## config.mk

```make
export PLATFORM = sky130hd
export DESIGN_NAME = fwd_select_unit
export DESIGN_NICKNAME = d
export VERILOG_FILES = /design/src/rtl/fwd_select_unit_pkg.sv /design/src/rtl/fwd_select_unit_match.sv /design/src/rtl/fwd_select_unit.sv
export SDC_FILE = /design/constraint.sdc
export NUM_CORES = 1
export LEC_CHECK = 0
export BUFFER_PORTS_ARGS = -buffer_cell sky130_fd_sc_hd__buf_4
export CORE_UTILIZATION = 50
export CTS_BUF_LIST = sky130_fd_sc_hd__clkbuf_8
export DETAILED_ROUTE_END_ITERATION = 10
export PLACE_DENSITY = 0.8
export SYNTH_ARGS = -nofsm -noshare
export SYNTH_HDL_FRONTEND = slang
export SYNTH_SLANG_ARGS = --single-unit
```

## constraint.sdc

```tcl
create_clock -name clk -period 1.6 [get_ports clk]
set_input_delay 0.32 -clock clk [delete_from_list [all_inputs] [get_ports clk]]
set_output_delay 0.32 -clock clk [all_outputs]
set_load 0.02 [all_outputs]
```

## src/rtl/fwd_select_unit_pkg.sv

```systemverilog
// Shared definitions for the EX-stage operand forwarding controller.
// The select encodings below are tied to the physical input order of the
// EX-stage operand MUX4: IN0 regfile, IN1 MEM result, IN2 WB result,
// IN3 retire latch.
package fwd_select_unit_pkg;

  localparam int DEF_REG_AW = 4;
  localparam int DEF_PC_REG = 15;

  typedef enum logic [1:0] {
    SEL_RF  = 2'b00,
    SEL_MEM = 2'b01,
    SEL_WB  = 2'b10,
    SEL_RET = 2'b11
  } fwd_sel_e;

  // Producer in EX reaches MEM next cycle, MEM reaches WB, WB reaches the
  // retire latch; the youngest producer always takes priority.
  function automatic fwd_sel_e pick_sel(input logic ex_hit,
                                        input logic mem_hit,
                                        input logic wb_hit);
    fwd_sel_e sel;
    if (ex_hit) begin
      sel = SEL_MEM;
    end else if (mem_hit) begin
      sel = SEL_WB;
    end else if (wb_hit) begin
      sel = SEL_RET;
    end else begin
      sel = SEL_RF;
    end
    return sel;
  endfunction

endpackage

```

## src/rtl/fwd_select_unit_match.sv

```systemverilog
// Combinational tag matcher for one source operand. Compares a decode-stage
// source index against the EX/MEM/WB destination tags and returns the
// forwarding select plus a flag for a load sitting in EX (load-use).
module fwd_select_unit_match
  import fwd_select_unit_pkg::*;
#(
  parameter int REG_AW = DEF_REG_AW,
  parameter int PC_REG = DEF_PC_REG
) (
  input  logic [REG_AW-1:0] src,
  input  logic              used,
  input  logic              ex_v,
  input  logic [REG_AW-1:0] ex_rd,
  input  logic              ex_we,
  input  logic              ex_ld,
  input  logic              mem_v,
  input  logic [REG_AW-1:0] mem_rd,
  input  logic              mem_we,
  input  logic              wb_v,
  input  logic [REG_AW-1:0] wb_rd,
  input  logic              wb_we,
  output logic [1:0]        sel,
  output logic              load_hit
);

  localparam logic [REG_AW-1:0] PC_IDX = PC_REG[REG_AW-1:0];

  logic ex_hit_s;
  logic mem_hit_s;
  logic wb_hit_s;

  // A stage only matches when it holds a live producer of a non-PC register.
  always_comb begin
    ex_hit_s  = ex_v  & ex_we  & (ex_rd  != PC_IDX) & (ex_rd  == src);
    mem_hit_s = mem_v & mem_we & (mem_rd != PC_IDX) & (mem_rd == src);
    wb_hit_s  = wb_v  & wb_we  & (wb_rd  != PC_IDX) & (wb_rd  == src);
  end

  // Unused sources and PC reads always come from the register file path.
  always_comb begin
    sel      = SEL_RF;
    load_hit = 1'b0;
    if (!used || (src == PC_IDX)) begin
      sel      = SEL_RF;
      load_hit = 1'b0;
    end else begin
      sel      = pick_sel(ex_hit_s, mem_hit_s, wb_hit_s);
      load_hit = ex_hit_s & ex_ld;
    end
  end

endmodule

```

## src/rtl/fwd_select_unit.sv

```systemverilog
// Operand-forwarding controller: tracks destination tags of instructions in
// EX, MEM and WB, registers the operand-A/B MUX4 selects for the instruction
// entering EX, and requests a one-cycle decode stall on load-use hazards.
module fwd_select_unit
  import fwd_select_unit_pkg::*;
#(
  parameter int REG_AW = DEF_REG_AW,
  parameter int PC_REG = DEF_PC_REG
) (
  input  logic              clk,
  input  logic              rst_n,
  input  logic              id_valid,
  input  logic [REG_AW-1:0] id_rn,
  input  logic              id_rn_used,
  input  logic [REG_AW-1:0] id_rm,
  input  logic              id_rm_used,
  input  logic [REG_AW-1:0] id_rd,
  input  logic              id_we,
  input  logic              id_is_load,
  input  logic              stall_in,
  input  logic              flush,
  output logic [1:0]        sel_a,
  output logic [1:0]        sel_b,
  output logic              ex_valid,
  output logic              hazard_stall
);

  // Stage tag registers
  logic              ex_v_r;
  logic [REG_AW-1:0] ex_rd_r;
  logic              ex_we_r;
  logic              ex_ld_r;
  logic              mem_v_r;
  logic [REG_AW-1:0] mem_rd_r;
  logic              mem_we_r;
  logic              mem_ld_r;
  logic              wb_v_r;
  logic [REG_AW-1:0] wb_rd_r;
  logic              wb_we_r;
  logic              wb_ld_r;

  logic [1:0]        sel_a_r;
  logic [1:0]        sel_b_r;

  logic [1:0]        sel_a_s;
  logic [1:0]        sel_b_s;
  logic              hit_a_s;
  logic              hit_b_s;
  logic              hazard_s;
  logic              rn_used_s;
  logic              rm_used_s;

  // An invalid decode slot reads nothing, so it can neither forward nor stall.
  always_comb begin
    rn_used_s = id_valid & id_rn_used;
    rm_used_s = id_valid & id_rm_used;
  end

  fwd_select_unit_match #(
    .REG_AW (REG_AW),
    .PC_REG (PC_REG)
  ) u_match_a (
    .src      (id_rn),
    .used     (rn_used_s),
    .ex_v     (ex_v_r),
    .ex_rd    (ex_rd_r),
    .ex_we    (ex_we_r),
    .ex_ld    (ex_ld_r),
    .mem_v    (mem_v_r),
    .mem_rd   (mem_rd_r),
    .mem_we   (mem_we_r),
    .wb_v     (wb_v_r),
    .wb_rd    (wb_rd_r),
    .wb_we    (wb_we_r),
    .sel      (sel_a_s),
    .load_hit (hit_a_s)
  );

  fwd_select_unit_match #(
    .REG_AW (REG_AW),
    .PC_REG (PC_REG)
  ) u_match_b (
    .src      (id_rm),
    .used     (rm_used_s),
    .ex_v     (ex_v_r),
    .ex_rd    (ex_rd_r),
    .ex_we    (ex_we_r),
    .ex_ld    (ex_ld_r),
    .mem_v    (mem_v_r),
    .mem_rd   (mem_rd_r),
    .mem_we   (mem_we_r),
    .wb_v     (wb_v_r),
    .wb_rd    (wb_rd_r),
    .wb_we    (wb_we_r),
    .sel      (sel_b_s),
    .load_hit (hit_b_s)
  );

  // A load still in EX cannot feed the decode instruction; a flush kills the
  // decode instruction anyway, so it suppresses the stall request.
  always_comb begin
    hazard_s = hit_a_s | hit_b_s;
  end

  assign hazard_stall = hazard_s & ~flush;
  assign sel_a        = sel_a_r;
  assign sel_b        = sel_b_r;
  assign ex_valid     = ex_v_r;

  // Pipeline advance: reset, freeze, bubble insertion (flush or load-use), or
  // normal issue of the decode instruction into EX.
  always_ff @(posedge clk) begin
    if (!rst_n) begin
      ex_v_r   <= 1'b0;
      ex_rd_r  <= {REG_AW{1'b0}};
      ex_we_r  <= 1'b0;
      ex_ld_r  <= 1'b0;
      mem_v_r  <= 1'b0;
      mem_rd_r <= {REG_AW{1'b0}};
      mem_we_r <= 1'b0;
      mem_ld_r <= 1'b0;
      wb_v_r   <= 1'b0;
      wb_rd_r  <= {REG_AW{1'b0}};
      wb_we_r  <= 1'b0;
      wb_ld_r  <= 1'b0;
      sel_a_r  <= SEL_RF;
      sel_b_r  <= SEL_RF;
    end else if (stall_in) begin
      ex_v_r   <= ex_v_r;
      ex_rd_r  <= ex_rd_r;
      ex_we_r  <= ex_we_r;
      ex_ld_r  <= ex_ld_r;
      mem_v_r  <= mem_v_r;
      mem_rd_r <= mem_rd_r;
      mem_we_r <= mem_we_r;
      mem_ld_r <= mem_ld_r;
      wb_v_r   <= wb_v_r;
      wb_rd_r  <= wb_rd_r;
      wb_we_r  <= wb_we_r;
      wb_ld_r  <= wb_ld_r;
      sel_a_r  <= sel_a_r;
      sel_b_r  <= sel_b_r;
    end else begin
      mem_v_r  <= ex_v_r;
      mem_rd_r <= ex_rd_r;
      mem_we_r <= ex_we_r;
      mem_ld_r <= ex_ld_r;
      wb_v_r   <= mem_v_r;
      wb_rd_r  <= mem_rd_r;
      wb_we_r  <= mem_we_r;
      wb_ld_r  <= mem_ld_r;
      if (flush || hazard_s) begin
        ex_v_r  <= 1'b0;
        ex_rd_r <= {REG_AW{1'b0}};
        ex_we_r <= 1'b0;
        ex_ld_r <= 1'b0;
        sel_a_r <= SEL_RF;
        sel_b_r <= SEL_RF;
      end else begin
        ex_v_r  <= id_valid;
        ex_rd_r <= id_rd;
        ex_we_r <= id_we;
        ex_ld_r <= id_is_load;
        sel_a_r <= sel_a_s;
        sel_b_r <= sel_b_s;
      end
    end
  end

endmodule

```

# [After elaboration in Yosys (flattened, before gate mapping)]
# Index checks and enable logic that the tools add are counted.
[totals] reg_bits=23 ram_bits=0 mem_count=0 in_bits=21 rom_bits=0 word_cells=63 output_inout_bits=6 latchBits=0
[classes] bitwise_logic=19 div=0 shift=0 order_cmp=0 eq_ne=11 reduce_logical=5 n_mux=16 n_addsub=0 multipliers=0
[op_table] operator="$eq 4x4->1" count=6
[op_table] operator="$mux 2" count=10
[op_table] operator="$and 1x1->1" count=17
[op_table] operator="$ne 4x4->1 const B" count=3
[op_table] operator="$eq 4x4->1 const B" count=2
[op_table] operator="$mux 1" count=5
[op_table] operator="$mux 4" count=1
[op_table] operator="$logic_or 1x1->1" count=3
[op_table] operator="$logic_not 1->1" count=2
[op_table] operator="$not 1->1" count=1
[op_table] operator="$or 1x1->1" count=1

# [Depth between registers and ports, before layout]
# Gate-level depths: netlist (run 1).
[logic_depth] ltp_word=8 depth_mapped=6 ltp_nobuf=6

# [Modules after synthesis]
# From an unflattened synthesis (run 1), not the netlist that was laid out.
[hier_totals] hier_cells=145 area_unflattened_um2=1420.1
[modules_own_cells] mod="fwd_select_unit" cells_each=83 n_inst=1 seq_area_each_um2=460.4 area_per_inst_um2=949.7
[modules_own_cells] mod="fwd_select_unit_match" cells_each=31 n_inst=2 seq_area_each_um2=0.0 area_per_inst_um2=235.2

# [Worst setup path after synthesis (run 1)]
# Ideal clock, no wire load.
[synth_timing] kind="flip-flop to output port" start="register ex_rd_r[1]" end="output port hazard_stall" path_stages_with_launch=6 arrival_ns=1.328 path_buffers=0 t_required_ns=1.280 slack_ns=-0.048 cell_sequence="dfxtp_1 xnor2_1 nand4_1 nor3_2 o21ai_4 nor2_1"
[synth_between] elab_chain_len=7 elab_cells_between_ends=12 cone_classes="eq/ne (3); mux (2); bitwise (7)"
[synth_rtl] element="start, declared" line="fwd_select_unit.sv:30" rtl="logic [REG_AW-1:0] ex_rd_r;"
[synth_rtl] element="start signal, assigned" line="fwd_select_unit.sv:115" rtl="ex_rd_r <= {REG_AW{1'b0}};"
[synth_rtl] element="start signal, assigned" line="fwd_select_unit.sv:130" rtl="ex_rd_r <= ex_rd_r;"
[synth_rtl] element="start signal, assigned" line="fwd_select_unit.sv:154" rtl="ex_rd_r <= {REG_AW{1'b0}};"
[synth_rtl] element="$ne 4x4->1" line="fwd_select_unit_match.sv:34" rtl="ex_hit_s = ex_v & ex_we & (ex_rd != PC_IDX) & (ex_rd == src);"
[synth_rtl] element="$and 1x1->1 (2 in a row)" line="fwd_select_unit_match.sv:34"
[synth_rtl] element="$and 1x1->1" line="fwd_select_unit_match.sv:48" rtl="load_hit = ex_hit_s & ex_ld;"
[synth_rtl] element="$mux 1" line="fwd_select_unit_match.sv:43" rtl="if (!used || (src == PC_IDX)) begin"
[synth_rtl] element="$or 1x1->1 *" line="fwd_select_unit.sv:102" rtl="hazard_s = hit_a_s | hit_b_s;"
[synth_rtl] element="$and 1x1->1 *" line="fwd_select_unit.sv:105" rtl="assign hazard_stall = hazard_s & ~flush;"
[synth_rtl] element="end, declared" line="fwd_select_unit.sv:25" rtl="output logic hazard_stall"
# Mark *: on every way between the ends. The rest lies on a longest branch, timed or not.

# [Worst setup path after layout (run 1)]
[layout_timing] start="register ex_rd_r[0]" end="output port hazard_stall"
# The elaborated chain is that of the path after synthesis.

==> metrics.md, run 1 <==
| Metric | Value |
|---|---|
| Detailed Place HPWL | 2290 µm |
| Number of nets produced by synthesis | 153 |
| Ports placed on the boundary | 27 |
| Final routed wire length divided by cell count | 15.9 µm |
| Cell types with the largest area share after synthesis | dfxtp_1, xnor2_1, mux2i_1 |
| Port Buf Inserts | 26 |
| Dpl cell area | 1570 µm² |
| CP cell instances | xnor2_2, nand4_1, nor3_2, o21ai_4, nor2_2, buf_6 |
| Total of endpoints with negative setup slack in the final report | 9 |
| CTS tree | built |
| Vias | 1148 |
| Worst Path Required | 1280 ps |
| Effective utilization at floorplan | 55.2% |
| Total congestion overflow after global routing | 0 |
| Wire length of the first global-routing pass | 5240 µm |
| Global-route usage over all layers | 27.1% |
| CTS Root Cell | clkbuf_8 |
| Synthesized area per cell | 9.69 µm² |
| Worst path top cell family by delay | simple AND/OR/NAND/NOR gates |
| Worst path bufs/invs | 1 |
| Total non-filler cell area in the finished layout | 1710 µm² |
| Count of TritonRoute iterations in the first routing pass | 4 |
| Routability-driven placement congestion ratio | 0.856 |
| Path category of the worst min-delay check | in2reg |
| Crit end category | primary output |
| Leakage | 0.684 nW |
| Worst slew margin relative to its limit | 74.6% |
| Violations in the final reports | negative setup slack |
| Highest cell delay on the worst timing path | 380 ps |
| Antenna violations before repair | 0 |
| Vertical extent of the die | 52.6 µm |
| Synthesized instance count | 132 |
| CP arrival | 1500 ps |
| Largest net degree at the start of global routing | 28 |
| Count of warnings emitted by yosys | 0 |
| Die Outline Area | 2760 µm² |
| Top fanout value on the critical path | 4 |
| Post-layout net count | 194 |
| Count of final max-slew check failures | 0 |
| Slew @ Worst Pin | 381 ps |
| Antenna-violating nets left | 0 |
| Die extent in x | 52.6 µm |
| Mapped cell area | 1280 µm² |
| Violation count after the first detailed-route iteration | 17 |
| Count of cell types in the netlist | 29 |
| Final Hold Fails | 0 |
| Final critical-path setup slack | -216 ps |
| Worst setup path category | reg2out |
| Tot Pwr | 0.00115 W |
| Worst VDD drop | 0.692 mV |
| RSZ-0062 raised after global routing | yes |
| Number of diodes added for antenna fixing | 0 |
| Core outline area | 2320 µm² |
| Number of vias per cell | 5.74 |
| Total routed wirelength | 3180 µm |
| Outcome | complete, but fails checks |
| Sequential-to-total area share from yosys stat | 36.0% |
| Number of clock sinks | 23 |
| Number of remaining DRC errors | 0 |
| Worst-path cell with the longest stage delay | dfxtp_4 |
| Share of the clock period used by the worst path | 113% |
| Largest area contributor in the synthesized netlist | dfxtp_1 |
| Source-to-sink clock delay at the later pin of the worst-skew pair | 270 ps |
| Area share of the leading cell type in the synthesized netlist | 36.0% |
| Maximum frequency from static timing analysis | 551 MHz |
| Non-filler cells in the finished layout | 200 |
| Clock buffer count from CTS | 3 |
| Cell Pwr Density | 675 nW/µm² |
| Standard-cell row count | 17 |
| Clock-pin slew on the worst setup and hold paths | 80 ps |
| Element type at the critical path start | flip-flop |
| # placed instances | 193 |
| Area growth from synthesis to layout | 33.6% |
| H-tree Lvls | 1 |
| Share of layout cells above drive strength 1 | 36.0% |
| Seq cells post-synth | 23 |
| Number of maximum-capacitance violations | 0 |
| Clock Path Buffers | 2 |
| Shortest period the worst path allows | 1820 ps |
| Number of buffers inserted for hold repair after clock tree synthesis | 0 |
| Setup skew after layout | 3.28 ps |
| Number of global-route vias before repair | 1128 |
-- worst paths after layout --
| path | start | to | slack [ps] | depth (start not counted) |
|---|---|---|---|---|
| max reg2reg | ex_rd_r[0] | sel_a[0] | -40 | 7 |
| max | ex_rd_r[0] | hazard_stall | -220 | 6 |
| min | id_rd[1] | ex_rd_r[1] | 340 | 3 |
| min reg2reg | sel_b[1] | sel_b[1] | 500 | 2 |
-- sequential cells by signal (all words and copies together), names as in the netlist --
signal and flops:
ex_ld_r 1, ex_rd_r 4, ex_valid 1, ex_we_r 1, mem_rd_r 4, mem_v_r 1
mem_we_r 1, sel_a 2, sel_b 2, wb_rd_r 4, wb_v_r 1, wb_we_r 1
-- layout by cell type (no fill, tap or decap), types with 2 or more instances in the layout --
cell type | synthesis | routed
nand3_1 | 5 | 5
buf_4 | 1 | 40
nor2b_1 | 19 | 19
dfxtp_4 | 0 | 3
mux2i_1 | 12 | 12
a32oi_1 | 7 | 6
dfxtp_1 | 23 | 19
nor3_2 | 2 | 2
xnor2_1 | 16 | 10
clkbuf_8 | 0 | 3
xor2_1 | 8 | 8
o22ai_1 | 2 | 2
nor2_1 | 3 | 2
nor2_2 | 1 | 2
nor4_1 | 2 | 2
o21ai_0 | 4 | 4
xnor2_2 | 0 | 6
buf_6 | 2 | 2
nand2_1 | 4 | 4
nand4_1 | 8 | 8
-- repair_timing --
action / CTS / global route
pin swaps: 15 / 3
endpoints found under the hold margin: 0 / 0
gates resized for setup: 13 / 3
buffers inserted: 3 / 1
cloned: 0 / 0
setup endpoints to repair: 10 / 10
-- worst min-delay path: stages --
cell and delay, ps:
buf_4 80, a32oi_1 80, nor2b_1 100
-- where the power goes --
part	switching (W)	internal [W]
clock	0.000187	0.000172
combinational	0.0000860	0.000111
sequential	0.0000168	0.000580
total	0.000290	0.000863
-- cell usage after synthesis --
| library cell | count |
|---|---|
| a31o_1 | 1 |
| a32o_1 | 1 |
| a32oi_1 | 7 |
| a41oi_1 | 1 |
| and3_1 | 1 |
| and3b_1 | 1 |
| buf_1 | 1 |
| buf_4 | 1 |
| buf_6 | 2 |
| clkbuf_1 | 2 |
| dfxtp_1 | 23 |
| mux2i_1 | 12 |
| nand2_1 | 4 |
| nand3_1 | 5 |
| nand3_2 | 1 |
| nand3b_1 | 1 |
| nand4_1 | 8 |
| nor2_1 | 3 |
| nor2_2 | 1 |
| nor2b_1 | 19 |
| nor3_2 | 2 |
| nor4_1 | 2 |
| o211a_1 | 1 |
| o211ai_1 | 1 |
| o21ai_0 | 4 |
| o21ai_4 | 1 |
| o22ai_1 | 2 |
| xnor2_1 | 16 |
| xor2_1 | 8 |
-- routing by layer --
metal	vias to the layer above	wire (µm)	GRT usage (%)
met5	-	0	0
met4	0	44	12.3
met3	6	129	6.38
met1	550	1390	32.5
li1	560	-	-
met2	32	1610	45.4
-- cell type report --
cell class	count	area (µm²)
clock inverters	1	3.75
multi-input cells	103	832
repair buffers	42	323
flip-flops and latches	23	473
fillers	153	611
clock buffers	3	41.3
well taps	28	35.0
-- kinds of logic after synthesis --
group,count (synthesis),synth area share [%]
xor+xnor,24,16.4
simple gates,48,22.8
compound gates,19,12.1
buf+inv,6,3.23
mux,12,9.39
flops,23,36.0
-- stage by stage --
stage	setup WS, ps	util, %	TNS, ps	hold WS, ps
after floorplan	40.4	-	0	486
after global placement	-13.9	67.6	-27.8	470
after detailed placement	-108	67.6	-966	487
after CTS	-208	72.9	-322	339
after global routing	-325	73.7	-1590	340
final	-216	73.7	-356	338
Note: power is estimated with default switching activity, not from simulation.
==> run 2: changes to the inputs <==
CORE_UTILIZATION = 48   (was 50)
CTS_BUF_LIST = not set   (was sky130_fd_sc_hd__clkbuf_8)
PLACE_DENSITY = 0.77   (was 0.8)
SETUP_SLACK_MARGIN = 0.15   (was not set)
==> run 2 against run 1 <==
- the run still ends with negative setup slack left
- cell area grew 0.51%
- global-route usage shrank 2.0 points
- count of clock-buffer cells in the layout grew 1
- clock skew grew 3.2 ps
- sequential power is essentially flat
- critical endpoint unchanged
==> metrics.md, run 2 (synthesis results as in run 1) <==
| Metric | Value |
|---|---|
| Share of the clock period used by the worst path | 123% (+9.8 points) |
| Largest registers ranked by flip-flop count | ex_rd_r (4), mem_rd_r (4), wb_rd_r (4) |
| Share of layout cells above drive strength 1 | 37.4% (+1.4 points) |
| Violation count after the first detailed-route iteration | 17 (unchanged) |
| Total congestion overflow after global routing | 0 (unchanged) |
| Cell-internal power | 0.000790 W (-8.5%) |
| Element type at the critical path start | flip-flop |
| Worst VDD drop | 0.569 mV (-18%) |
| Clock-pin slew on the worst setup and hold paths | 130 ps (+50 ps) |
| Dpl cell area | 1590 µm² (+1.7%) |
| Total non-filler cell area in the finished layout | 1720 µm² (+0.51%) |
| Clock group share of total power | 26.1% (-5.0 points) |
| CTS Root Cell | clkbuf_4 |
| Violations in the final reports | negative setup slack |
| Cell Pwr Density | 627 nW/µm² (-7.0%) |
| Shortest period the worst path allows | 1970 ps (+156 ps) |
| Highest cell delay on the worst timing path | 380 ps (about the same) |
| Commonest non-fill, non-tap cell in the layout | buf_4 |
| Die Outline Area | 2870 µm² (+4.0%) |
| Switching Share | 26.7% (+1.5 points) |
| Number of global-route vias before repair | 1086 (-3.7%) |
| CP cell instances | xnor2_1, nand4_1, nor3_2, o21ai_4, nor2_4, buf_6 |
| Core outline area | 2500 µm² (+7.8%) |
| Number of vias per cell | 5.64 (-1.7%) |
| Portion of total power attributed to sequential cells | 55.5% (+3.7 points) |
| Part of the power in combinational logic | 18.3% (+1.2 points) |
| Clock buffer count from CTS | 3 (unchanged) |
| Vias | 1134 (-1.2%) |
| Top fanout value on the critical path | 4 (unchanged) |
| Final routed wire length divided by cell count | 15.6 µm (-1.8%) |
| Effective utilization at floorplan | 51.2% (-4.0 points) |
| Count of TritonRoute iterations in the first routing pass | 4 (unchanged) |
| Leakage | 0.673 nW (-1.6%) |
| Standard-cell row count | 18 (+1) |
| Antenna violations before repair | 0 (unchanged) |
| Number of remaining DRC errors | 0 (unchanged) |
| Wire length of the first global-routing pass | 5090 µm (-3.0%) |
| Number of buffers inserted for hold repair after clock tree synthesis | 0 (unchanged) |
| Clock Path Buffers | 2 (unchanged) |
| Total of endpoints with negative setup slack in the final report | 12 (+3) |
| Crit end category | primary output |
| Worst slew margin relative to its limit | 67.0% (-7.6 points) |
| Detailed Place HPWL | 2370 µm (+3.4%) |
| Total routed wirelength | 3140 µm (-1.3%) |
| Maximum frequency from static timing analysis | 507 MHz (-7.9%) |
| Vertical extent of the die | 53.6 µm (+2.0%) |
| H-tree Lvls | 1 (unchanged) |
| Largest net degree at the start of global routing | 28 (unchanged) |
| Post-layout net count | 193 (-0.52%) |
| # placed instances | 195 (+1.0%) |
| CTS tree | built |
| Outcome | complete, but fails checks |
| Highest-count cells in the layout ignoring fill and taps | buf_4, nor2b_1, dfxtp_1 |
| Area growth from synthesis to layout | 34.2% |
| Antenna-violating nets left | 0 (unchanged) |
| Setup skew after layout | 6.48 ps (+3.20 ps) |
| Number of diodes added for antenna fixing | 0 (unchanged) |
| CP arrival | 1650 ps (+150 ps) |
| P_sw | 0.000287 W (-0.87%) |
| Final critical-path setup slack | -372 ps (-156 ps) |
| Worst-path cell with the longest stage delay | dfxtp_4 |
| Area of the multi-input gates | 852 µm² (+2.4%) |
| Routability-driven placement congestion ratio | 0.904 (+5.6%) |
| Die extent in x | 53.6 µm (+2.0%) |
| Worst setup path category | reg2out |
| Path category of the worst min-delay check | in2reg |
| Final Hold Slack | 278 ps (-60.3 ps) |
| Ports placed on the boundary | 27 (unchanged) |
| Total area of sequential cells | 477 µm² (+0.79%) |
| Non-filler cells in the finished layout | 201 (+0.50%) |
| Worst Path Required | 1280 ps (about the same) |
| RSZ-0062 raised after global routing | yes |
| Port Buf Inserts | 26 (unchanged) |
| Source-to-sink clock delay at the later pin of the worst-skew pair | 320 ps (+50 ps) |
| Count of final max-slew check failures | 0 (unchanged) |
| Tot Pwr | 0.00108 W (-6.6%) |
| Slew @ Worst Pin | 495 ps (+114 ps) |
| Filler Cell Count | 192 (+25%) |
| Number of maximum-capacitance violations | 0 (unchanged) |
| Final Hold Fails | 0 (unchanged) |
| Number of clock sinks | 23 (unchanged) |
| Setup Total Neg Slack | -1690 ps (-1330 ps) |
| Global-route usage over all layers | 25.1% (-2.0 points) |
run 2: layer usage:
metal | part of all wire, % | vias to the layer above | global-route usage (%)
li1 | - | 559 | -
met1 | 43 | 537 | 31.3
met2 | 52 | 33 | 43.1
met3 | 3.2 | 5 | 4.52
met4 | 1.4 | 0 | 8.77
met5 | 0 | - | 0
run 2: through the flow:
step	util, %	setup WS (ps)
floorplan	-	105
global placement	63.8	-43.8
detailed placement	63.8	-96.5
CTS	66.6	-305
global route	68.7	-460
finish	68.7	-372
run 2: power by group through the flow:
stage | registers (W) | logic (W) | clock network, W
4_1_cts | 0.000596 | 0.000186 | 0.000282
2_1_floorplan | 0.000610 | 0.0000962 | 0
3_5_place_dp | 0.000614 | 0.000179 | 0
6_report | 0.000598 | 0.000198 | 0.000281
3_3_place_gp | 0.000613 | 0.000172 | 0
5_1_grt | 0.000600 | 0.000214 | 0.000307
run 2: final timing paths:
check / slack, ps / endpoint / start / depth (start not counted)
setup reg to reg: -160 / sel_a[0] / ex_rd_r[1] / 7
hold / removal: 280 / ex_rd_r[2] / id_rd[2] / 3
setup / recovery: -370 / hazard_stall / ex_rd_r[1] / 6
hold reg to reg: 480 / sel_b[0] / sel_b[0] / 2
run 2: cell type report:
type                       instances  share of cell area (%)
clock buffer                       4                    1.53
timing repair buffer              41                    18.9
tap                               30                    2.19
sequential                        23                    27.8
multi-input combinational        103                    49.6
run 2: what timing repair did:
action,in CTS,in global routing
pin swaps,16,6
endpoints found under the setup margin,12,12
resized for setup,8,8
gates cloned,0,0
buffers inserted,2,0
run 2: worst max-delay path, delay by kind of cell (launching register included):
kind / cells / cell delay [ps]
AO/OA/AOI/OAI: 1 / 90
XOR/XNOR: 1 / 190
buffers and inverters: 1 / 110
flip-flops: 1 / 380
AND/OR/NAND/NOR: 3 / 550
==> run 3: changes to the inputs <==
PLACE_DENSITY = 0.72   (was 0.77)
==> run 3 against run 2 <==
- the run still ends with negative setup slack left
- largest cell class unchanged
- sequential share of layout area is 0.96 points lower
- final cell count grew 3.0%
- worst setup slack improved by 38 ps
- cell area grew 3.6%
- highest routed layer unchanged
- maximum frequency up 2.0%
- via count rose by 1.4%
- non-clock buffer count up 6
- clock power hardly changed
- critical path depth stayed put
- count of clock-buffer cells in the layout unchanged
==> metrics.md, run 3 (synthesis results as in run 1) <==
| Metric | Value |
|---|---|
| Outcome | complete, but fails checks |
| Violations in the final reports | negative setup slack |
| Detailed Place HPWL | 2350 µm (-0.75%) |
| Number of buffers inserted for hold repair after clock tree synthesis | 0 (unchanged) |
| Shortest period the worst path allows | 1930 ps (-37.8 ps) |
| Setup skew after layout | 4.17 ps (-2.31 ps) |
| CP arrival | 1610 ps (-40 ps) |
| Number of maximum-capacitance violations | 0 (unchanged) |
| Part of the power in combinational logic | 19.4% (+1.1 points) |
| Wire length of the first global-routing pass | 4980 µm (-2.0%) |
| Final routed wire length divided by cell count | 16.0 µm (+2.4%) |
| Share of the clock period used by the worst path | 121% (-2.4 points) |
| Vias | 1150 (+1.4%) |
| Leakage | 0.715 nW (+6.2%) |
| H-tree Lvls | 1 (unchanged) |
| Total of endpoints with negative setup slack in the final report | 12 (unchanged) |
| Total routed wirelength | 3310 µm (+5.4%) |
| Worst path top cell family by delay | simple AND/OR/NAND/NOR gates |
| Die Outline Area | 2870 µm² (unchanged) |
| Path category of the worst min-delay check | in2reg |
| Number of global-route vias before repair | 1130 (+4.1%) |
| Cell-internal power | 0.000799 W (+1.1%) |
| Number of remaining DRC errors | 0 (unchanged) |
| CP cell instances | xnor2_2, nand4_1, nor3_2, o21ai_4, nor2_4, buf_6 |
| Share of layout cells above drive strength 1 | 39.0% (+1.6 points) |
| Worst VDD drop | 0.551 mV (-3.1%) |
| Final Hold Fails | 0 (unchanged) |
| Count of TritonRoute iterations in the first routing pass | 4 (unchanged) |
| RSZ-0062 raised after global routing | yes |
| Area growth from synthesis to layout | 39.0% |
| Switching Share | 26.6% (-0.048 points) |
| Count of final max-slew check failures | 0 (unchanged) |
| Antenna violations before repair | 0 (unchanged) |
| Worst setup path category | reg2out |
| Highest-count cells in the layout ignoring fill and taps | buf_4, nor2b_1, dfxtp_1 |
| Ports placed on the boundary | 27 (unchanged) |
| Non-filler cells in the finished layout | 207 (+3.0%) |
| Element type at the critical path start | flip-flop |
| Highest cell delay on the worst timing path | 410 ps (+30 ps) |
| Core outline area | 2500 µm² (unchanged) |
| Commonest non-fill, non-tap cell in the layout | buf_4 |
| Post-layout net count | 199 (+3.1%) |
| Worst Path Required | 1280 ps (about the same) |
| Largest net degree at the start of global routing | 28 (unchanged) |
| Util after Layout | 71.1% (+2.5 points) |
| CTS Root Cell | clkbuf_4 |
| Cell Pwr Density | 612 nW/µm² (-2.4%) |
| Clock group share of total power | 25.8% (-0.3 points) |
| Worst slew margin relative to its limit | 70.0% (+3.0 points) |
| Source-to-sink clock delay at the later pin of the worst-skew pair | 320 ps (about the same) |
| CTS tree | built |
| # placed instances | 195 (unchanged) |
| Worst path bufs/invs | 1 (unchanged) |
| Clock-pin slew on the worst setup and hold paths | 130 ps (about the same) |
| Total congestion overflow after global routing | 0 (unchanged) |
| Standard-cell row count | 18 (unchanged) |
| Clock Path Buffers | 2 (unchanged) |
| Number of clock sinks | 23 (unchanged) |
| Vertical extent of the die | 53.6 µm (unchanged) |
| Violation count after the first detailed-route iteration | 27 (+10) |
| P_sw | 0.000290 W (+0.89%) |
| Crit end category | primary output |
| Slew @ Worst Pin | 450 ps (-45.5 ps) |
| Final Hold Slack | 296 ps (+18.7 ps) |
| Top fanout value on the critical path | 5 (+1) |
| Filler Cell Count | 186 (-3.1%) |
| Routability-driven placement congestion ratio | 0.824 (-8.9%) |
| Tot Pwr | 0.00109 W (+1.1%) |
| Portion of total power attributed to sequential cells | 54.9% (-0.6 points) |
| Largest registers ranked by flip-flop count | ex_rd_r (4), mem_rd_r (4), wb_rd_r (4) |
| Antenna-violating nets left | 0 (unchanged) |
| Effective utilization at floorplan | 51.2% (unchanged) |
| Global-route usage over all layers | 24.3% (-0.80 points) |
| Maximum frequency from static timing analysis | 517 MHz (+2.0%) |
| Final critical-path setup slack | -334 ps (+37.8 ps) |
| Worst-path cell with the longest stage delay | dfxtp_4 |
| Port Buf Inserts | 26 (unchanged) |
| Clock buffer count from CTS | 3 (unchanged) |
| Number of vias per cell | 5.56 (-1.5%) |
| Number of diodes added for antenna fixing | 0 (unchanged) |
| Die extent in x | 53.6 µm (unchanged) |
==> run 3: worst paths after layout <==
path | endpoint | slack [ps] | start | depth (start not counted)
max | hazard_stall | -330 | ex_rd_r[2] | 6
min | ex_ld_r | 300 | id_is_load | 3
max reg2reg | sel_b[0] | -220 | ex_rd_r[2] | 11
min reg2reg | sel_b[1] | 490 | sel_b[1] | 2
==> run 3: layout make-up <==
| cell class | instances | area [µm²] | share of cell area [%] |
|---|---|---|---|
| flip-flops and latches | 23 | 477 | 26.8 |
| repair buffers | 47 | 388 | 21.8 |
| multi-input cells | 103 | 850 | 47.8 |
| clock buffers | 4 | 26.3 | 1.48 |
| well taps | 30 | 37.5 | 2.11 |
==> run 3: metrics by stage <==
stage          TNS [ps]  area (µm²)  setup slack (ps)
2_1_floorplan         0        1290               105
3_3_place_gp      -21.0        1590             -16.8
3_5_place_dp       -608        1590             -75.8
6_report          -1680        1780              -334
4_1_cts           -1150        1740              -300
5_1_grt           -2540        1780              -411
==> run 3: metal layers <==
layer	vias to the layer above	track usage (%)	routed length, µm	part of all wire (%)
li1	573	-	-	-
met1	546	30.7	1530	46
met2	29	41.7	1640	50
met3	2	3.11	114	3.4
met4	0	9.65	23	0.70
met5	-	0	0	0
==> run 3: power groups by stage <==
stage,Combinational (W),Clock (W),Sequential [W]
2_1_floorplan,0.0000962,0,0.000610
3_3_place_gp,0.000174,0,0.000613
3_5_place_dp,0.000179,0,0.000613
4_1_cts,0.000201,0.000282,0.000597
5_1_grt,0.000225,0.000309,0.000599
6_report,0.000211,0.000281,0.000597
==> run 3: repair_timing <==
item                                    4_1_cts  5_1_grt
endpoints found under the setup margin       12       12
gates resized for setup                      17        4
pin swaps                                    17        1
setup buffers                                 7        1
==> run 3: worst reg2reg max path: stages, from the launching register on <==
cell and delay [ps]:
dfxtp_4 410, xnor2_2 110, nand4_1 190, buf_4 190
buf_6 100, buf_6 100, buf_6 100, buf_6 100
buf_6 110, o22ai_2 160, nand2_1 70, o21ai_1 120
